File: config.mk
export PLATFORM = sky130hd
export DESIGN_NAME = image_dram_read_scheduler
export DESIGN_NICKNAME = d
export VERILOG_FILES = /design/src/rtl/image_dram_read_scheduler.sv
export SDC_FILE = /design/constraint.sdc
export NUM_CORES = 1
export LEC_CHECK = 0
export BUFFER_PORTS_ARGS = -buffer_cell sky130_fd_sc_hd__clkbuf_2
export CORE_ASPECT_RATIO = 0.7
export CORE_UTILIZATION = 45
export CTS_CLUSTER_DIAMETER = 60
export DETAILED_ROUTE_END_ITERATION = 10
export HOLD_SLACK_MARGIN = 0.08
export PLACE_DENSITY = 0.66
export RECOVER_POWER = 25
export SYNTH_ARGS = -nofsm -noshare
export SYNTH_HDL_FRONTEND = slang
export SYNTH_SLANG_ARGS = --single-unit
File: constraint.sdc
create_clock -name clk_pixel -period 7.12 [get_ports clk_pixel]
set_input_delay 1.424 -clock clk_pixel [delete_from_list [all_inputs] [get_ports clk_pixel]]
set_output_delay 1.424 -clock clk_pixel [all_outputs]
set_load 0.01 [all_outputs]
File: src/rtl/image_dram_read_scheduler.sv
// Splits one {end_addr, start_addr} image descriptor into DRAM read bursts of at most
// MAX_BURST_LEN beats that never cross a BOUNDARY_BYTES boundary, one burst outstanding at a time.
module image_dram_read_scheduler #(
  parameter int unsigned DRAM_ADDR_WIDTH = 39,
  parameter int unsigned DRAM_DATA_WIDTH = 128,
  parameter int unsigned MAX_BURST_LEN   = 256,
  parameter int unsigned BOUNDARY_BYTES  = 4096
) (
  input  logic                       clk_pixel,
  input  logic                       image_sender_reset,
  input  logic                       start,
  input  logic [63:0]                start_addr,
  input  logic [63:0]                end_addr,
  input  logic                       abort,
  input  logic                       dram_read_busy,
  input  logic                       buffer_full,
  input  logic                       dram_read_data_valid,
  output logic [DRAM_ADDR_WIDTH-1:0] dram_read_addr,
  output logic [7:0]                 dram_read_len,
  output logic                       dram_read_en,
  output logic                       busy,
  output logic                       done,
  output logic                       error
);

  localparam int unsigned BEAT_BYTES = DRAM_DATA_WIDTH / 8;
  localparam int unsigned BEAT_SHIFT = $clog2(BEAT_BYTES);
  localparam int unsigned BND_SHIFT  = $clog2(BOUNDARY_BYTES);
  localparam int unsigned BND_RW     = BND_SHIFT + 1;
  localparam int unsigned BND_BEATS  = BOUNDARY_BYTES / BEAT_BYTES;
  localparam int unsigned CNT_MAX    = (MAX_BURST_LEN > BND_BEATS) ? MAX_BURST_LEN : BND_BEATS;
  localparam int unsigned CNT_W      = $clog2(CNT_MAX + 1);
  // One extra bit so a transfer spanning the whole address space still fits.
  localparam int unsigned REM_W      = DRAM_ADDR_WIDTH - BEAT_SHIFT + 1;
  localparam logic [63:0] ADDR_LIMIT = 64'(1) << DRAM_ADDR_WIDTH;

  typedef enum logic [2:0] {
    S_IDLE       = 3'd0,
    S_ISSUE      = 3'd1,
    S_WAIT_BEATS = 3'd2,
    S_DONE       = 3'd3,
    S_DRAIN      = 3'd4
  } state_t;

  state_t                     state_q, state_d;
  logic [DRAM_ADDR_WIDTH-1:0] cur_addr_q, cur_addr_d;
  logic [REM_W-1:0]           rem_q, rem_d;
  logic [CNT_W-1:0]           cnt_q, cnt_d;

  logic [DRAM_ADDR_WIDTH-1:0] addr_d;
  logic [7:0]                 len_d;
  logic                       en_d, busy_d, done_d, error_d;

  logic                       desc_err;
  logic [REM_W-1:0]           rem_init;
  logic [BND_RW-1:0]          bnd_room;
  logic [CNT_W-1:0]           beats;
  logic [CNT_W-1:0]           cnt_after;
  logic                       can_issue;

  // Descriptor validation and initial beat count
  always_comb begin
    desc_err = (|start_addr[BEAT_SHIFT-1:0]) || (|end_addr[BEAT_SHIFT-1:0]) ||
               (end_addr <= start_addr) || (end_addr > ADDR_LIMIT);
    rem_init = REM_W'((end_addr - start_addr) >> BEAT_SHIFT);
  end

  // Burst size: limited by remaining beats, max burst length and room to the boundary
  always_comb begin
    bnd_room = BND_RW'(BOUNDARY_BYTES) - BND_RW'(cur_addr_q[BND_SHIFT-1:0]);
    beats    = CNT_W'(bnd_room >> BEAT_SHIFT);
    if (beats > CNT_W'(MAX_BURST_LEN)) beats = CNT_W'(MAX_BURST_LEN);
    if (rem_q < REM_W'(beats))         beats = CNT_W'(rem_q);
  end

  always_comb begin
    cnt_after = cnt_q;
    if (dram_read_data_valid && (cnt_q != '0)) cnt_after = cnt_q - CNT_W'(1);
    can_issue = !dram_read_busy && !buffer_full;
  end

  always_comb begin
    state_d    = state_q;
    cur_addr_d = cur_addr_q;
    rem_d      = rem_q;
    cnt_d      = cnt_q;
    addr_d     = dram_read_addr;
    len_d      = dram_read_len;
    en_d       = 1'b0;
    done_d     = 1'b0;
    error_d    = error;

    unique case (state_q)
      S_IDLE: begin
        if (start && !abort) begin
          error_d = desc_err;
          if (!desc_err) begin
            cur_addr_d = start_addr[DRAM_ADDR_WIDTH-1:0];
            rem_d      = rem_init;
            state_d    = S_ISSUE;
          end
        end
      end
      S_ISSUE: begin
        if (abort) begin
          state_d = S_IDLE;
        end else if (can_issue) begin
          en_d       = 1'b1;
          addr_d     = cur_addr_q;
          len_d      = 8'(beats - CNT_W'(1));
          cur_addr_d = cur_addr_q + (DRAM_ADDR_WIDTH'(beats) << BEAT_SHIFT);
          rem_d      = rem_q - REM_W'(beats);
          cnt_d      = beats;
          state_d    = S_WAIT_BEATS;
        end
      end
      S_WAIT_BEATS: begin
        cnt_d = cnt_after;
        if (abort) begin
          state_d = (cnt_after == '0) ? S_IDLE : S_DRAIN;
        end else if (cnt_after == '0) begin
          state_d = (rem_q == '0) ? S_DONE : S_ISSUE;
        end
      end
      S_DONE: begin
        done_d  = !abort;
        state_d = S_IDLE;
      end
      S_DRAIN: begin
        cnt_d = cnt_after;
        if (cnt_after == '0) state_d = S_IDLE;
      end
      default: begin
        state_d = S_IDLE;
      end
    endcase

    busy_d = (state_d != S_IDLE);
  end

  always_ff @(posedge clk_pixel) begin
    if (image_sender_reset) begin
      state_q        <= S_IDLE;
      cur_addr_q     <= '0;
      rem_q          <= '0;
      cnt_q          <= '0;
      dram_read_addr <= '0;
      dram_read_len  <= '0;
      dram_read_en   <= 1'b0;
      busy           <= 1'b0;
      done           <= 1'b0;
      error          <= 1'b0;
    end else begin
      state_q        <= state_d;
      cur_addr_q     <= cur_addr_d;
      rem_q          <= rem_d;
      cnt_q          <= cnt_d;
      dram_read_addr <= addr_d;
      dram_read_len  <= len_d;
      dram_read_en   <= en_d;
      busy           <= busy_d;
      done           <= done_d;
      error          <= error_d;
    end
  end

endmodule

== Yosys cells after proc, flatten, opt, wreduce, memory -nomap -nowiden ==
Cells that the tools add are included.

* Register bits after elaboration: 138
* Input bits: 135
* Output and inout port bits: 51
* Word-level logic and storage cells: 83

* $add $sub $neg: 6
* Magnitude comparators: 4
* Equality and inequality tests: 8
* Multiplexer cells: 27
* Bitwise operators: 3
* Reductions and logical operators: 25

{| class="wikitable"
|+ Operators with widths
! kind !! count
|-
| two-way mux 39 bit || 4
|-
| two-way mux 36 bit || 4
|-
| one-hot mux 39 bit (2 select lines) || 1
|-
| one-hot mux 36 bit (2 select lines) || 1
|-
| greater-than comparator 64 x 40 -> 1 bit, second input constant || 1
|-
| less-or-equal comparator 64 bit || 1
|-
| two-way mux 9 bit || 5
|-
| subtractor 40 bit || 1
|-
| adder 39 x 13 -> 39 bit || 1
|-
| logical NOT 36 bit || 1
|-
| < comparator 36 x 9 -> 1 bit || 1
|-
| subtractor 36 x 9 -> 36 bit || 1
|-
| two-way mux 3 bit || 8
|-
| one-hot mux 9 bit (2 select lines) || 1
|-
| subtractor 13 x 12 -> 13 bit, first input constant || 1
|-
| one-hot mux 3 bit (4 select lines) || 1
|-
| greater-than comparator 9 bit, second input constant || 1
|-
| logical NOT 9 bit || 1
|-
| nonzero test 9 bit || 1
|-
| subtractor 9 x 1 -> 9 bit, second input constant || 1
|-
| != test 2 bit, second input constant || 4
|-
| OR reduction 4 bit || 2
|-
| subtractor 8 x 1 -> 8 bit, second input constant || 1
|-
| equality test 3 x 2 -> 1 bit, second input constant || 2
|-
| 16 further kinds || 27
|}

== Longest topological paths before layout ==
Gate-level depths: netlist (run 1).

* Word-level depth: 9
* Mapped depth: 30
* Depth with buffers taken out: 27

== Worst setup path after synthesis (run 1) ==
OpenSTA, ideal clock, no wires.

* Kind: register -> register
* Start point: register cur_addr_q[0]
* End point: register rem_q[14]
* Data arrival time: 5.668 ns
* Required time: 6.992 ns
* Path slack: 1.324 ns
* Cell stages (with the launch flop): 29
* Path buffers: 2
* Period minus slack after synthesis: 5.796 ns
* Cells stage by stage: dfxtp_1 -> or4_4 -> or4_1 -> buf_2 -> nor3_4 -> nand2b_2 -> o21a_1 -> nor2_2 -> inv_1 -> ha_1 -> a21oi_1 -> o21ai_0 -> a21oi_1 -> nand3_4 -> buf_6 -> a21oi_1 -> inv_1 -> ha_1 -> fa_1 -> nor2b_1 -> o21ai_0 -> a21boi_0 -> o21ai_0 -> a211oi_1 -> nand2b_1 -> nor4_1 -> a22o_1 -> a22oi_1 -> nor2_1

* Longest elaborated chain between the ends: 9

{| class="wikitable"
|+ RTL lines
! what !! line !! RTL
|-
| start, declared || 46 || <nowiki>logic [DRAM_ADDR_WIDTH-1:0] cur_addr_q, cur_addr_d;</nowiki>
|-
| start signal, assigned || 155 || <nowiki>cur_addr_q <= cur_addr_d;</nowiki>
|-
| subtractor 13 x 12 -> 13 bit (*) || 70 || <nowiki>bnd_room = BND_RW'(BOUNDARY_BYTES) - BND_RW'(cur_addr_q[BND_SHIFT-1:0]);</nowiki>
|-
| greater-than comparator 9 bit || 72 || <nowiki>if (beats > CNT_W'(MAX_BURST_LEN)) beats = CNT_W'(MAX_BURST_LEN);</nowiki>
|-
| two-way mux 9 bit (*) || 72 ||
|-
| < comparator 36 x 9 -> 1 bit || 73 || <nowiki>if (rem_q < REM_W'(beats)) beats = CNT_W'(rem_q);</nowiki>
|-
| two-way mux 9 bit (*) || 73 ||
|-
| subtractor 36 x 9 -> 36 bit (*) || 112 || <nowiki>rem_d = rem_q - REM_W'(beats);</nowiki>
|-
| two-way mux 36 bit (*) || 107 || <nowiki>end else if (can_issue) begin</nowiki>
|-
| two-way mux 36 bit (*) || 105 || <nowiki>if (abort) begin</nowiki>
|-
| one-hot mux 36 bit (2 select lines) (*) || 93 || <nowiki>unique case (state_q)</nowiki>
|-
| end signal, assigned || 156 || <nowiki>rem_q <= rem_d;</nowiki>
|-
| end, declared || 47 || <nowiki>logic [REM_W-1:0] rem_q, rem_d;</nowiki>
|}

Mark *: on every way between the ends. The rest lies on a longest branch, timed or not. The select of a mux whose other input is x is not followed.
A chain may end at the register's enable or synchronous reset.

== Worst setup path after layout (run 1) ==
Same ends and word-level chain as after synthesis.

==> reports/qor.yml, run 1 <==
global_route:
  grt_max_degree: 95
  grt_pass1_wl_mm: 55.37
  grt-ovfl-total: 0
  track_usage_pct: 27.63
  grt_pass1_vias: 10609
  antenna_found_initial: 0
final_layout:
  num_antenna_cells: 0
  final_nets: 1871
  area_delta_synth_final_pct: 14.59
  drive_gt1_share_pct: 13.23
  final_util_pct: 52.82
  fin_cells: 1973
logic_synthesis:
  yosysUniqueCellTypes: 88
  async_reset_ff_share_pct: 0
  ys_ff_latch: 138
  ys.flop_type: "dfxtp_1"
  synth_warnings: 0
  syn_area_um2: 10950
  synth-edff-count: 0
  syn_inst: 1512
  syn-num-nets: 1741
  synth.avg_cell_area_um2: 7.243
  synth_seq_area_share_pct: 25.23
  synthTopCellsByArea: "dfxtp_1 (25%), ha_1 (11%), a21oi_1 (8.1%), nand2_1 (7.0%), o21ai_0 (4.6%)"
  yosys.area.top_type: "dfxtp_1"
  yosysTopAreaCellShare_pct: 25.23
detailed_routing:
  antenna_left: 0
  routed_wirelength_mm: 34.65
  num_vias: 11531
  wl_per_cell_um: 17.56
  viasPerCell: 5.844
  firstDrtPassIters: 8
  drtIter0Drc: 1068
  route.detailed.drc: 0
power_and_ir_drop:
  finalPower_w: 0.002067
  leakagePower_nw: 5.156
  peakVddDrop_mv: 0.1805
  p_per_area_nw_per_um2: 164.7
worst_setup_path:
  r2r_setup_slack_ns: 0.63
  required_ns: 7.40
  crit_fanout: 18
  cp.arrival_ns: 6.77
  cp-end-kind: "flop"
  cp-start-kind: "flop"
  worstSetupPathType: "flop to flop"
cts:
  cts_tree: "built"
  path_clk_slew_ns: 0.06
  htree_levels: 4
  cts_resized: 0
  clock-root-buffer: "clkbuf_16"
  cts_setup_buffers: 0
  cts_buffers: 17
  cts_sinks: 138
  clk_latency_ns: 0.43
  postCtsHoldBufs: 0
  clk_path_buf_depth: 2
sta:
  fin_skew_ns: 0.01148
  rsz0062_at_grt: "no"
  finalCritPeriodShare_pct: 91.14
  tightest_slew_ns: 0.9898
  hold_viol: 0
  drv_slew: 0
  slew-limit-headroom_pct: 34.01
  fmax_mhz: 154.1
  finalSetupViolCount: 0
  min_period_ns: 6.489
  finalSetupTns_ns: 0
floorplanning:
  start_util_pct: 46.10
  die_width_um: 188.5
  ios: 186
  rows: 47
  coreArea_um2: 23760
  die_area_um2: 24970
  die_h_um: 132.5
hold_path:
  hold_class: "flop to flop"
place:
  placedCellCount: 1941
  dp_hpwl_mm: 26.55
  io_buffer_count: 185
  place_congestion: 0.9461
run_status:
  outcome: "completed"
run:
  cap_violations: 0
==> power breakdown <==
group	total, W	internal, W	switching, W
clock	0.000953	0.000570	0.000384
combinational	0.000341	0.000140	0.000202
sequential	0.000772	0.000772	0.000000245
total	0.00207	0.00148	0.000586
==> state kept, by name, indices dropped and copies added, names as in the netlist <==
| signal | cells |
|---|---|
| state_q | 3 |
| dram_read_en | 1 |
| dram_read_addr | 39 |
| rem_q | 36 |
| error | 1 |
| cnt_q | 9 |
| cur_addr_q | 39 |
| done | 1 |
| dram_read_len | 8 |
| busy | 1 |
==> worst max-delay path, stage by stage (launching register included) <==
cell,delay (ns)
dfxtp_1,0.32
or4_4,0.60
or4_1,0.56
nor3_4,0.24
nand2b_2,0.15
o21a_1,0.21
nor2_2,0.10
inv_1,0.05
ha_1,0.28
a21oi_1,0.14
o21ai_0,0.09
a21oi_1,0.24
nand3_4,0.27
a21oi_1,0.39
inv_1,0.14
ha_1,0.23
fa_1,0.41
nor2b_1,0.12
o21ai_0,0.10
a21boi_1,0.29
o21ai_0,0.16
a211oi_1,0.35
buf_4,0.20
nand2b_1,0.16
nor4_1,0.07
a22o_1,0.22
a22oi_1,0.18
nor2_1,0.06
==> placed cells by master (no fill, tap or decap), types with 5 or more instances in the layout <==
master     synthesis  final
nand2_1          203    202
a21oi_1          178    177
dfxtp_1          138    138
clkbuf_2           0    137
nor2_1           123    123
inv_1            105    105
o21ai_0          101    100
ha_1              92     92
clkbuf_1          55     47
a211oi_1          41     41
nor3_1            41     40
nand3_1           37     37
xnor2_1           33     33
nor4_1            27     27
nand4_1           25     25
xor2_1            21     21
and3_1            17     17
clkbuf_16          0     17
a21o_1            16     16
o211ai_1          14     14
a31oi_1           14     14
a22oi_1           12     12
o22ai_1           12     12
buf_4              2     10
nand2b_1           9      9
o21a_1             9      9
o31ai_1            9      9
mux2i_1            8      8
o21bai_1           8      8
and2_1             8      8
a311oi_1           8      8
or3_1              7      7
nor3b_1            7      7
nor2b_1            6      6
inv_6              0      6
a2111oi_0          5      5
==> synth_stat cells, types with 5 or more instances <==
| master | count |
|---|---|
| a2111oi_0 | 5 |
| a211oi_1 | 41 |
| a21o_1 | 16 |
| a21oi_1 | 178 |
| a22oi_1 | 12 |
| a311oi_1 | 8 |
| a31oi_1 | 14 |
| and2_1 | 8 |
| and3_1 | 17 |
| buf_1 | 7 |
| buf_2 | 13 |
| buf_6 | 5 |
| clkbuf_1 | 55 |
| dfxtp_1 | 138 |
| ha_1 | 92 |
| inv_1 | 105 |
| mux2i_1 | 8 |
| nand2_1 | 203 |
| nand2b_1 | 9 |
| nand3_1 | 37 |
| nand4_1 | 25 |
| nor2_1 | 123 |
| nor2b_1 | 6 |
| nor3_1 | 41 |
| nor3b_1 | 7 |
| nor4_1 | 27 |
| o211ai_1 | 14 |
| o21a_1 | 9 |
| o21ai_0 | 101 |
| o21bai_1 | 8 |
| o22ai_1 | 12 |
| o31ai_1 | 9 |
| or3_1 | 7 |
| xnor2_1 | 33 |
| xor2_1 | 21 |
==> logic make-up after synthesis <==
group                      Yosys count  share of synthesized area, %
xor gates and xnor gates            54                         4.319
DFF                                138                         25.23
muxes                               11                         1.131
AOI/OAI and AO/OA                  479                         27.26
adders and majority gates           94                         10.88
buffers and inverters              190                         7.163
and+or+nand+nor                    546                         24.03
==> area by class of cell <==
cell class	instances	area, µm²
Fill cell	2425	11210
Inverter	107	406.6
Multi-Input combinational cell	1184	7423
Sequential cell	138	2763
Tap cell	318	397.9
Timing Repair Buffer	194	937.1
Clock inverter	14	182.7
Clock buffer	18	439.2
==> final timing paths <==
kind	to	from	cells past startpoint
worst max-delay path	rem_q[14]	cur_addr_q[0]	27
worst min-delay path	dram_read_addr[25]	dram_read_addr[25]	2
worst max register to register	rem_q[14]	cur_addr_q[0]	27
worst min register to register	dram_read_addr[25]	dram_read_addr[25]	2
==> metrics by stage <==
stage / worst slack [ns] / hold slack [ns] / area (µm²)
3_3_place_gp: 0.8112 / 0.4447 / 11990
6_report: 0.6310 / 0.4536 / 12550
5_1_grt: 0.02244 / 0.4761 / 12550
4_1_cts: 0.5787 / 0.4551 / 12610
3_5_place_dp: 0.6310 / 0.4461 / 11990
2_1_floorplan: 1.324 / 0.4397 / 10950
==> metal layers <==
layer	GRT usage [%]	share of wire (%)	vias to the layer above
met5	0	0	-
met4	9.319	2.8	0
met3	5.225	6.5	60
met2	41.09	42	367
met1	39.69	49	5367
li1	-	-	5737
Note: power is estimated with default switching activity, not from simulation.
==> inputs of run 2 (changes only) <==
--- a/config.mk
+++ b/config.mk
@@ -7,6 +7,7 @@
 export LEC_CHECK = 0
 export BUFFER_PORTS_ARGS = -buffer_cell sky130_fd_sc_hd__clkbuf_2
 export CORE_ASPECT_RATIO = 0.7
+export CORE_MARGIN = 2
 export CORE_UTILIZATION = 45
 export CTS_CLUSTER_DIAMETER = 60
 export DETAILED_ROUTE_END_ITERATION = 10
==> reports/qor.yml, run 2 (synthesized netlist as in run 1, its figures left out) <==
detailed_routing:
  route.detailed.drc: 0  # unchanged
  antenna_left: 0  # unchanged
  num_vias: 11667  # was 11531
  drtIter0Drc: 1148  # was 1068
  viasPerCell: 5.913  # was 5.844
  wl_per_cell_um: 18.08  # was 17.56 µm
  firstDrtPassIters: 5  # was 8
  routed_wirelength_mm: 35.68  # was 34.65 mm
sta:
  hold_ws_ns: 0.4545  # was 0.4536 ns
  rsz0062_at_grt: "no"  # unchanged
  slew-limit-headroom_pct: 32.06  # was 34.01%
  finalSetupTns_ns: 0  # unchanged
  fmax_mhz: 152.1  # was 154.1 MHz
  drv_slew: 0  # unchanged
  min_period_ns: 6.576  # was 6.489 ns
  hold_viol: 0  # unchanged
  fin_skew_ns: 0.01130  # was 0.01148 ns
  finalCritPeriodShare_pct: 92.37  # was 91.14%
  finalSetupViolCount: 0  # unchanged
  tightest_slew_ns: 1.010  # was 0.9898 ns
run:
  cap_violations: 0  # unchanged
cts:
  clk_latency_ns: 0.43  # about the same
  postCtsHoldBufs: 0  # unchanged
  cts_sinks: 138  # unchanged
  cts_buffers: 17  # unchanged
  cts_setup_buffers: 0  # unchanged
  cts_resized: 0  # unchanged
  cts_tree: "built"  # unchanged
  clock-root-buffer: "clkbuf_16"  # unchanged
  htree_levels: 4  # unchanged
  clk_path_buf_depth: 2  # unchanged
  path_clk_slew_ns: 0.07  # was 0.06 ns
global_route:
  grt_use_met1_pct: 39.78  # was 39.69%
  met3_usage_pct: 4.132  # was 5.225%
  track_usage_pct: 27.61  # was 27.63%
  grt_pass1_wl_mm: 56.24  # was 55.37 mm
  grt_most_used_layer: "met2"  # unchanged
  grt-ovfl-total: 0  # unchanged
  antenna_found_initial: 0  # unchanged
  grt_pass1_vias: 10705  # was 10609
  grt_max_degree: 95  # unchanged
  use_met2_pct: 42.26  # was 41.09%
floorplanning:
  die_h_um: 134.5  # was 132.5 µm
  die_area_um2: 25620  # was 24970 µm²
  die_width_um: 190.5  # was 188.5 µm
  ios: 186  # unchanged
  rows: 47  # unchanged
  coreArea_um2: 23760  # unchanged
  start_util_pct: 46.10  # unchanged
worst_setup_path:
  r2r_cells: 27  # unchanged
  cp-end-kind: "flop"  # unchanged
  worstSetupPathType: "flop to flop"  # unchanged
  cp.arrival_ns: 6.86  # was 6.77 ns
  r2r_setup_slack_ns: 0.54  # was 0.63 ns
  required_ns: 7.40  # about the same
  reg2reg_from: "cur_addr_q[0]"  # unchanged
  crit_fanout: 18  # unchanged
  cp-start-kind: "flop"  # unchanged
  r2r-end: "rem_q[14]"  # unchanged
place:
  placedCellCount: 1941  # unchanged
  dp_hpwl_mm: 27.31  # was 26.55 mm
  io_buffer_count: 185  # unchanged
  place_congestion: 0.9171  # was 0.9461
hold_path:
  min-delay-start: "dram_read_addr[10]"  # was dram_read_addr[25]
  hold_depth: 2  # unchanged
  hold_class: "flop to flop"  # unchanged
  holdPathEnd: "dram_read_addr[10]"  # was dram_read_addr[25]
final_layout:
  top_regs: "cur_addr_q: 39 flops, dram_read_addr: 39 flops, rem_q: 36 flops"  # unchanged
  num_antenna_cells: 0  # unchanged
  fin_cells: 1973  # unchanged
  final_common_cell: "nand2_1"  # unchanged
  final_cell_mix: "nand2_1 (202), a21oi_1 (177), dfxtp_1 (138)"  # unchanged
  area_delta_synth_final_pct: 14.03  # was 14.59%
  final_nets: 1871  # unchanged
  drive_gt1_share_pct: 13.23  # unchanged
power_and_ir_drop:
  leakagePower_nw: 5.120  # was 5.156 nW
  peakVddDrop_mv: 0.1793  # was 0.1805 mV
  p_per_area_nw_per_um2: 158.2  # was 164.7 nW/µm²
run_status:
  outcome: "completed"  # unchanged
run 2: changes by cell type in the layout (fill, tap and decap cells not counted):
cell | before | now
clkinvlp_4 | 2 | 4
inv_8 | 1 | 2
bufinv_16 | 3 | 0
clkbuf_8 | 1 | 0
clkinv_8 | 0 | 1
run 2: final cells by class:
class / count / area, µm²
Fill cell: 2474 / 11270
Multi-Input combinational cell: 1184 / 7423
Sequential cell: 138 / 2763
Timing Repair Buffer: 194 / 937.1
Clock buffer: 17 / 425.4
Inverter: 107 / 406.6
Tap cell: 318 / 397.9
Clock inverter: 15 / 135.1
run 2: worst max-delay path: stages (launching register included):
cell	delay, ns
dfxtp_1	0.33
or4_4	0.60
or4_1	0.56
nor3_4	0.26
nand2b_2	0.15
o21a_1	0.20
nor2_2	0.10
inv_1	0.05
ha_1	0.29
a21oi_1	0.18
o21ai_0	0.13
a21oi_1	0.25
nand3_4	0.26
a21oi_1	0.38
inv_1	0.15
ha_1	0.23
fa_1	0.41
nor2b_1	0.13
o21ai_0	0.11
a21boi_1	0.29
o21ai_0	0.16
a211oi_1	0.31
buf_4	0.20
nand2b_1	0.15
nor4_1	0.08
a22o_1	0.22
a22oi_1	0.19
nor2_1	0.05
run 2: worst max path at each step:
| stage | from | to | depth (start not counted) |
|---|---|---|---|
| after floorplan | cur_addr_q[0] | rem_q[14] | 28 |
| after global placement | cur_addr_q[0] | cur_addr_q[33] | 25 |
| after detailed placement | cur_addr_q[0] | cur_addr_q[33] | 25 |
| after CTS | cur_addr_q[0] | cur_addr_q[33] | 25 |
| after global routing | cur_addr_q[0] | cur_addr_q[33] | 25 |
| final | cur_addr_q[0] | rem_q[14] | 27 |
run 2: per-stage QoR:
| stage | utilization [%] | cell area, µm² | setup slack, ns | total power (W) |
|---|---|---|---|---|
| global placement | 50.45 | 11990 | 0.8303 | 0.001123 |
| detailed placement | 50.45 | 11990 | 0.5405 | 0.001126 |
| finish | 52.56 | 12490 | 0.5435 | 0.001976 |
| CTS | 52.81 | 12550 | 0.4652 | 0.001982 |
| floorplan | - | 10950 | 1.324 | 0.001013 |
| global route | 52.56 | 12490 | 0.04062 | 0.002057 |
run 2: power by group:
part           switching, W  internal [W]
combinational      0.000203      0.000140
sequential      0.000000243      0.000772
clock              0.000401      0.000459
run 2: per-layer routing:
layer  vias to the layer above  part of all wire, %
li1                       5735                    -
met1                      5499                   47
met2                       380                   44
met3                        53                  6.7
met4                         0                  2.3
met5                         -                    0
